===== src/rtl/timer_irq_6502.sv =====
// Memory-mapped 16-bit interval timer for the 6502 bus: prescaled down-counter
// with reload, one-shot/continuous modes, a status flag and an active-low irq.
module timer_irq_6502 #(
  parameter logic [15:0] BASE     = 16'hD000,
  parameter int unsigned PRESCALE = 16
) (
  input  logic        eclk,
  input  logic        ereset,
  input  logic [15:0] ab,
  input  logic [7:0]  db_o,
  input  logic        rw,
  input  logic        clk2out,
  output logic [7:0]  db_i,
  output logic        db_sel,
  output logic        irq
);

  localparam int unsigned   PW      = $clog2(PRESCALE);
  localparam logic [PW-1:0] PS_LAST = PW'(PRESCALE - 1);

  typedef enum logic [1:0] {
    REG_CNT_LO = 2'd0,
    REG_CNT_HI = 2'd1,
    REG_CTRL   = 2'd2,
    REG_STATUS = 2'd3
  } reg_off_e;

  logic          c2_d;
  logic [15:0]   reload, count;
  logic [2:0]    ctrl;       // {ONESHOT, IE, EN}
  logic          flag;
  logic [7:0]    hi_latch;
  logic [PW-1:0] prescaler;

  logic [15:0]   reload_n, count_n;
  logic [2:0]    ctrl_n;
  logic          flag_n;
  logic [7:0]    hi_latch_n;
  logic [PW-1:0] prescaler_n;
  logic [7:0]    rdata;

  reg_off_e off;
  logic     hit, commit, wrap, tick, expire;
  logic     wr_lo, wr_hi, wr_ctrl, wr_status, rd_lo, rd_status;

  assign off    = reg_off_e'(ab[1:0]);
  assign hit    = (ab[15:2] == BASE[15:2]);
  assign db_sel = hit & rw;

  // A bus cycle commits once, on the eclk where phi2 is seen falling.
  assign commit    = hit & c2_d & ~clk2out;
  assign wr_lo     = commit & ~rw & (off == REG_CNT_LO);
  assign wr_hi     = commit & ~rw & (off == REG_CNT_HI);
  assign wr_ctrl   = commit & ~rw & (off == REG_CTRL);
  assign wr_status = commit & ~rw & (off == REG_STATUS);
  assign rd_lo     = commit &  rw & (off == REG_CNT_LO);
  assign rd_status = commit &  rw & (off == REG_STATUS);

  // A CNT_HI load swallows a coincident tick so the loaded value is exact.
  assign wrap   = ctrl[0] & (prescaler == PS_LAST);
  assign tick   = wrap & ~wr_hi;
  assign expire = tick & (count == 16'd0);

  // NOTE: every output of this block gets a default first, so no path leaves a
  // signal unassigned and no latch is inferred.
  always_comb begin
    reload_n    = reload;
    count_n     = count;
    ctrl_n      = ctrl;
    flag_n      = flag;
    hi_latch_n  = hi_latch;
    prescaler_n = prescaler;
    rdata       = 8'h00;

    if (wr_lo) reload_n[7:0] = db_o;

    if (wr_hi) begin
      reload_n[15:8] = db_o;
      count_n        = {db_o, reload[7:0]};
    end else if (tick) begin
      if (count != 16'd0) count_n = count - 16'd1;
      else if (!ctrl[2])  count_n = reload;
    end

    if (wr_hi)        prescaler_n = '0;
    else if (ctrl[0]) prescaler_n = wrap ? '0 : prescaler + PW'(1);

    // Later assignments win: CTRL write over one-shot EN clear, set over clear.
    if (expire && ctrl[2]) ctrl_n[0] = 1'b0;
    if (wr_ctrl)           ctrl_n    = db_o[2:0];

    if (rd_status || (wr_status && db_o[0])) flag_n = 1'b0;
    if (expire)                              flag_n = 1'b1;

    if (rd_lo) hi_latch_n = count[15:8];

    if (db_sel) begin
      case (off)
        REG_CNT_LO: rdata = count[7:0];
        REG_CNT_HI: rdata = hi_latch;
        REG_CTRL:   rdata = {5'b0, ctrl};
        REG_STATUS: rdata = {7'b0, flag};
        default:    rdata = 8'h00;
      endcase
    end
  end

  // NOTE: state registers use non-blocking assignments so every flop samples
  // the pre-edge values regardless of statement order.
  always_ff @(posedge eclk or negedge ereset) begin
    if (!ereset) begin
      c2_d      <= 1'b0;
      reload    <= 16'h0000;
      count     <= 16'h0000;
      ctrl      <= 3'b000;
      flag      <= 1'b0;
      hi_latch  <= 8'h00;
      prescaler <= '0;
      db_i      <= 8'h00;
      irq       <= 1'b1;
    end else begin
      c2_d      <= clk2out;
      reload    <= reload_n;
      count     <= count_n;
      ctrl      <= ctrl_n;
      flag      <= flag_n;
      hi_latch  <= hi_latch_n;
      prescaler <= prescaler_n;
      db_i      <= rdata;
      irq       <= ~(flag & ctrl[1]);
    end
  end

endmodule


===== config.mk =====
export PLATFORM = sky130hd
export DESIGN_NAME = timer_irq_6502
export DESIGN_NICKNAME = d
export VERILOG_FILES = /design/src/rtl/timer_irq_6502.sv
export SDC_FILE = /design/constraint.sdc
export NUM_CORES = 1
export LEC_CHECK = 0
export CORE_MARGIN = 2
export CORE_UTILIZATION = 55
export CTS_BUF_LIST = sky130_fd_sc_hd__clkbuf_2 sky130_fd_sc_hd__clkbuf_4 sky130_fd_sc_hd__clkbuf_8
export CTS_CLUSTER_SIZE = 16
export DETAILED_ROUTE_END_ITERATION = 8
export HOLD_SLACK_MARGIN = 0.05
export PLACE_DENSITY = 0.86
export SLEW_MARGIN = 10
export SYNTH_ARGS = -nofsm -noshare
export SYNTH_HDL_FRONTEND = slang
export SYNTH_SLANG_ARGS = --single-unit

===== constraint.sdc =====
create_clock -name eclk -period 2.5 [get_ports eclk]
set_input_delay 0.75 -clock eclk [delete_from_list [all_inputs] [get_ports eclk]]
set_output_delay 0.75 -clock eclk [all_outputs]
set_load 0.01 [all_outputs]

---- Word level (Yosys, flattened, before mapping) ----
Cells that the tools add are included.
word-level totals
  register bits ........................... 58
operators by class
  eq/ne operators ......................... 6
  $add $sub $neg .......................... 2
  bitwise operators ....................... 19
  reduce and logical (&&, ||, !) cells .... 11
  multiplexer cells ....................... 13
operators with widths
  kind                                                  number
  two-way mux 16 bit                                    4
  one-hot mux 8 bit (4 select lines)                    1
  logical NOT 16 bit                                    1
  nonzero test 16 bit                                   1
  subtractor 16 x 1 -> 16 bit (second input constant)   1
  bitwise AND 1 bit                                     15
  equality test 14 bit (second input constant)          1
  two-way mux 4 bit                                     3
  two-way mux 8 bit                                     1
  nonzero test 2 bit                                    4
  adder 4 x 1 -> 4 bit (second input constant)          1
  equality test 2 bit (second input constant)           2
  equality test 4 bit (second input constant)           1
  two-way mux 1 bit                                     4
  NOT 1 bit                                             4
  != test 3 x 1 -> 1 bit (second input constant)        1
  equality test 2 x 1 -> 1 bit (second input constant)  1
  logical AND 1 bit                                     2
  logical NOT 2 bit                                     1
  AND reduction 2 bit                                   1
  logical OR 1 bit                                      1

---- Longest topological paths before layout ----
  depth after elaboration ................. 11
  mapped depth ............................ 8
  depth with buffers taken out ............ 7

---- Worst setup path after synthesis ----
OpenSTA, ideal clock, no wires.
  kind .................................... input-to-reg
  start point ............................. input ab[9]
  end point ............................... register hi_latch[0]
  setup time .............................. 125 ps
  arrival ................................. 2,199 ps
  slack ................................... 176 ps
  stages on the path ...................... 6
  data required time ...................... 2,375 ps
  cell sequence ........................... nor4b_1 -> and4_1 -> buf_2 -> nand3b_2 -> nor3b_4 -> mux2_2
between the ends
  longest elaborated chain between the ends .. 5
ends and longest elaborated chain
  item                             line  text
  start, declared                  9     input logic [15:0] ab,
  equality test 14 bit             47    assign hit = (ab[15:2] == BASE[15:2]);
  bitwise AND 1 bit (2 in series)  51    assign commit = hit & c2_d & ~clk2out;
  bitwise AND 1 bit (2 in series)  56    assign rd_lo = commit & rw & (off == REG_CNT_LO);
  end signal, assigned             127   hi_latch <= hi_latch_n;
  end, declared                    32    logic [7:0] hi_latch;
No other way between the ends.
A chain may end at the register's enable or synchronous reset.

---- Worst setup path in the final report ----
  start point ............................. input ab[10]
  end point ............................... output db_sel
between the ends
  longest elaborated chain between the ends .. 2
ends and longest elaborated chain
  item                  line  text
  equality test 14 bit  47
  bitwise AND 1 bit     48    assign db_sel = hit & rw;
  end, declared         14    output logic db_sel,
No other way between the ends.

==> metrics.cfg <==
[yosys]
yosys.cell_count.top_type=dfrtp_1
yosys.area_share.adder=0.0117
syn_area_um2=3220
async_reset_ff_frac=1.00
yosys_warnings=0
synth_top_family_by_area=simple AND/OR/NAND/NOR gates
synth_top_cell_by_area=dfrtp_1
synthXorXnorAreaFrac=0.00816
postSynthAreaPerCell_um2=9.91
synth-edff-count=0
netlist_top_cells_area=dfrtp_1 44%, mux2_2 4.9%, nand2_1 4.1%
synth_top_area_frac=0.443
synthTopCellsByCount=57 x dfrtp_1, 35 x nand2_1, 27 x nor2_1
synthFlopType=dfrtp_1
synth.net_count=356
synth_simple_gate_area_frac=0.243
syn_inst=325
synth_compound_area_frac=0.140
yosysUniqueCellTypes=63
synthMuxAreaShare=0.103
ys_seq_area_frac=0.451
ys_ff_latch=58

[placement]
gp_congestion=0.950
dp.cells=448
io_buffers=37
dpl.hpwl_mm=6.06

[final_layout]
syn_to_final_growth_pct=28.5
drive_gt1_frac=0.254
antenna_cells=0
final_cell_count_no_fill=465
nets=419
utilization=0.742

[floorplanning]
fp.coreArea_um2=5570
ios=38
fp.dieH_um=80.5
rows=27
die_area_um2=6480
initial_core_util=0.578
die_x_um=80.5

[setup_path]
cp_num_buf_inv=3
cp_num_cells=6
crit_required_ns=1.75
rr_worst_depth=5
critPathMaxFanout=2
start_kind=input pin
critPathTopFamily=simple AND/OR/NAND/NOR gates
cp_cell_sequence=clkdlybuf4s15_1 > and4bb_1 > and4_1 > nand2_1 > inv_1 > buf_2
critical_path_class=input pin to primary output
max_stage_delay_ns=0.29
cp.arrival_ns=1.68
cp_slowest_cell=and4bb_1
end_kind=primary output

[job]
maxCapViolations=0

[sta]
fmax_mhz=411
worstMarginPinSlew_ns=0.589
maxSlewHeadroom=0.607
fin_hold_ws_ns=0.289
setup_violations=0
worst_clock_skew_ns=0.00519
min_period_ns=2.43
fin_crit_sh=0.974
finalSetupTns_ns=0
hold_viol=0
drv_slew=0

[routing]
route.detailed.vias_per_inst=6.17
drt_iter0_markers=332
first_pass_iters=6
routed_wl_mm=8.36
drc=0
drtAntennaViolNets=0
vias=2868
post_drt_wl_per_cell_um=18.0

[clock_tree]
clock_tree.root_cell=clkbuf_8
numCtsBuffers=9
clock-sinks=58
clk_latency_ns=0.34
cts_tree=done
cts_buffer_depth=2
ctsHoldBuffers=0
cts-htree-levels=3
clk_pin_slew_ns=0.07

[power_and_ir_drop]
p_total_mw=2.16
vdd_drop_max_v=0.000421
p_leak_nw=1.79
power_density_nw_per_um2=523

[global_route]
grt_pass1_wl_mm=13.6
grt_max_degree=26
overflow=0
grt_usage=0.279
antenna_found_initial=0
grt_pass1_vias=2763

[run_status]
outcome=completed

[worst_hold_path]
hp-class=input pin to asynchronous set/reset pin

-- power by group --
group | total [mW] | internal [mW] | switching [mW]
clock | 1.12 | 0.728 | 0.390
sequential | 0.941 | 0.940 | 0.00133
combinational | 0.105 | 0.0543 | 0.0507
total | 2.16 | 1.72 | 0.442
-- worst register-to-register path, stage by stage (launching register included) --
cell     delay (ns)
dfrtp_1        0.46
or4_4          0.60
nor4_4         0.32
nand2_2        0.16
o31ai_4        0.47
a221o_1        0.23
-- metrics by stage --
stage,cell area (µm²),setup slack (ns)
floorplan,3220,0.176
global placement,3880,-0.610
detailed placement,3880,-0.623
CTS,4130,0.00482
global route,4140,-0.0134
finish,4140,0.0662
-- sequential cells by signal (all words and copies together) (netlist names) --
register   count
c2_d           1
count         16
ctrl           3
db_i           8
flag           1
hi_latch       8
irq            1
prescaler      4
reload        16
-- cell type report --
type,count,area (µm²)
multi-input combinational,236,1660
inverter,8,30.0
fill,396,1440
tap,72,90.1
sequential,58,1450
clock buffer,12,159
clock inverter,4,97.6
timing repair buffer,75,652
-- final timing paths --
check                          from   endpoint  slack [ns]
max in group asynchronous    ereset  count[14]        1.62
min in group eclk              flag        irq        0.44
max reg2reg                count[6]   count[5]        0.20
min reg2reg                    flag        irq        0.44
max                          ab[10]     db_sel        0.07
min                          ereset       c2_d        0.29
-- cells by family (layout without fill, tap and decap cells) --
kind of cell    count (synthesis)  count (layout)
flops                          58              58
compound gates                 65              65
mux                            30              30
xor+xnor                        3               3
buf+inv                        31              99
simple gates                  135             135
fa+ha+maj                       3               3
-- routing by layer --
| layer | wire length, µm | up-vias | share of wire | GRT usage |
|---|---|---|---|---|
| met4 | 131 | 0 | 0.016 | 0.107 |
| li1 | - | 1322 | - | - |
| met5 | 0 | - | 0 | 0 |
| met2 | 4060 | 132 | 0.49 | 0.452 |
| met1 | 3610 | 1397 | 0.43 | 0.373 |
| met3 | 556 | 17 | 0.066 | 0.0494 |
-- cells in the final DEF (no fill, tap or decap), types with 4 or more instances in the layout --
cell             instances
buf_4                   36
or3_1                    6
o21ai_0                 14
clkbuf_8                11
nor2_1                  27
nand2b_1                 4
a211o_1                  4
nor4_1                   6
dfrtp_1                 57
inv_1                    8
clkdlybuf4s50_1         21
nand4_1                  8
a21oi_1                 19
clkbuf_2                 4
nor4_2                   5
nand3_1                  4
nor3_1                   8
mux2i_1                 13
mux2_2                  14
nand2_1                 35
clkdlybuf4s15_1          5
-- what timing repair did --
action | 4_1_cts | 5_1_grt
endpoints found under the setup margin | 11 | 23
resized for setup | 21 | 13
buffers inserted | 0 | 1
pin swaps | 5 | 6
(Power assumes the default switching activity.)
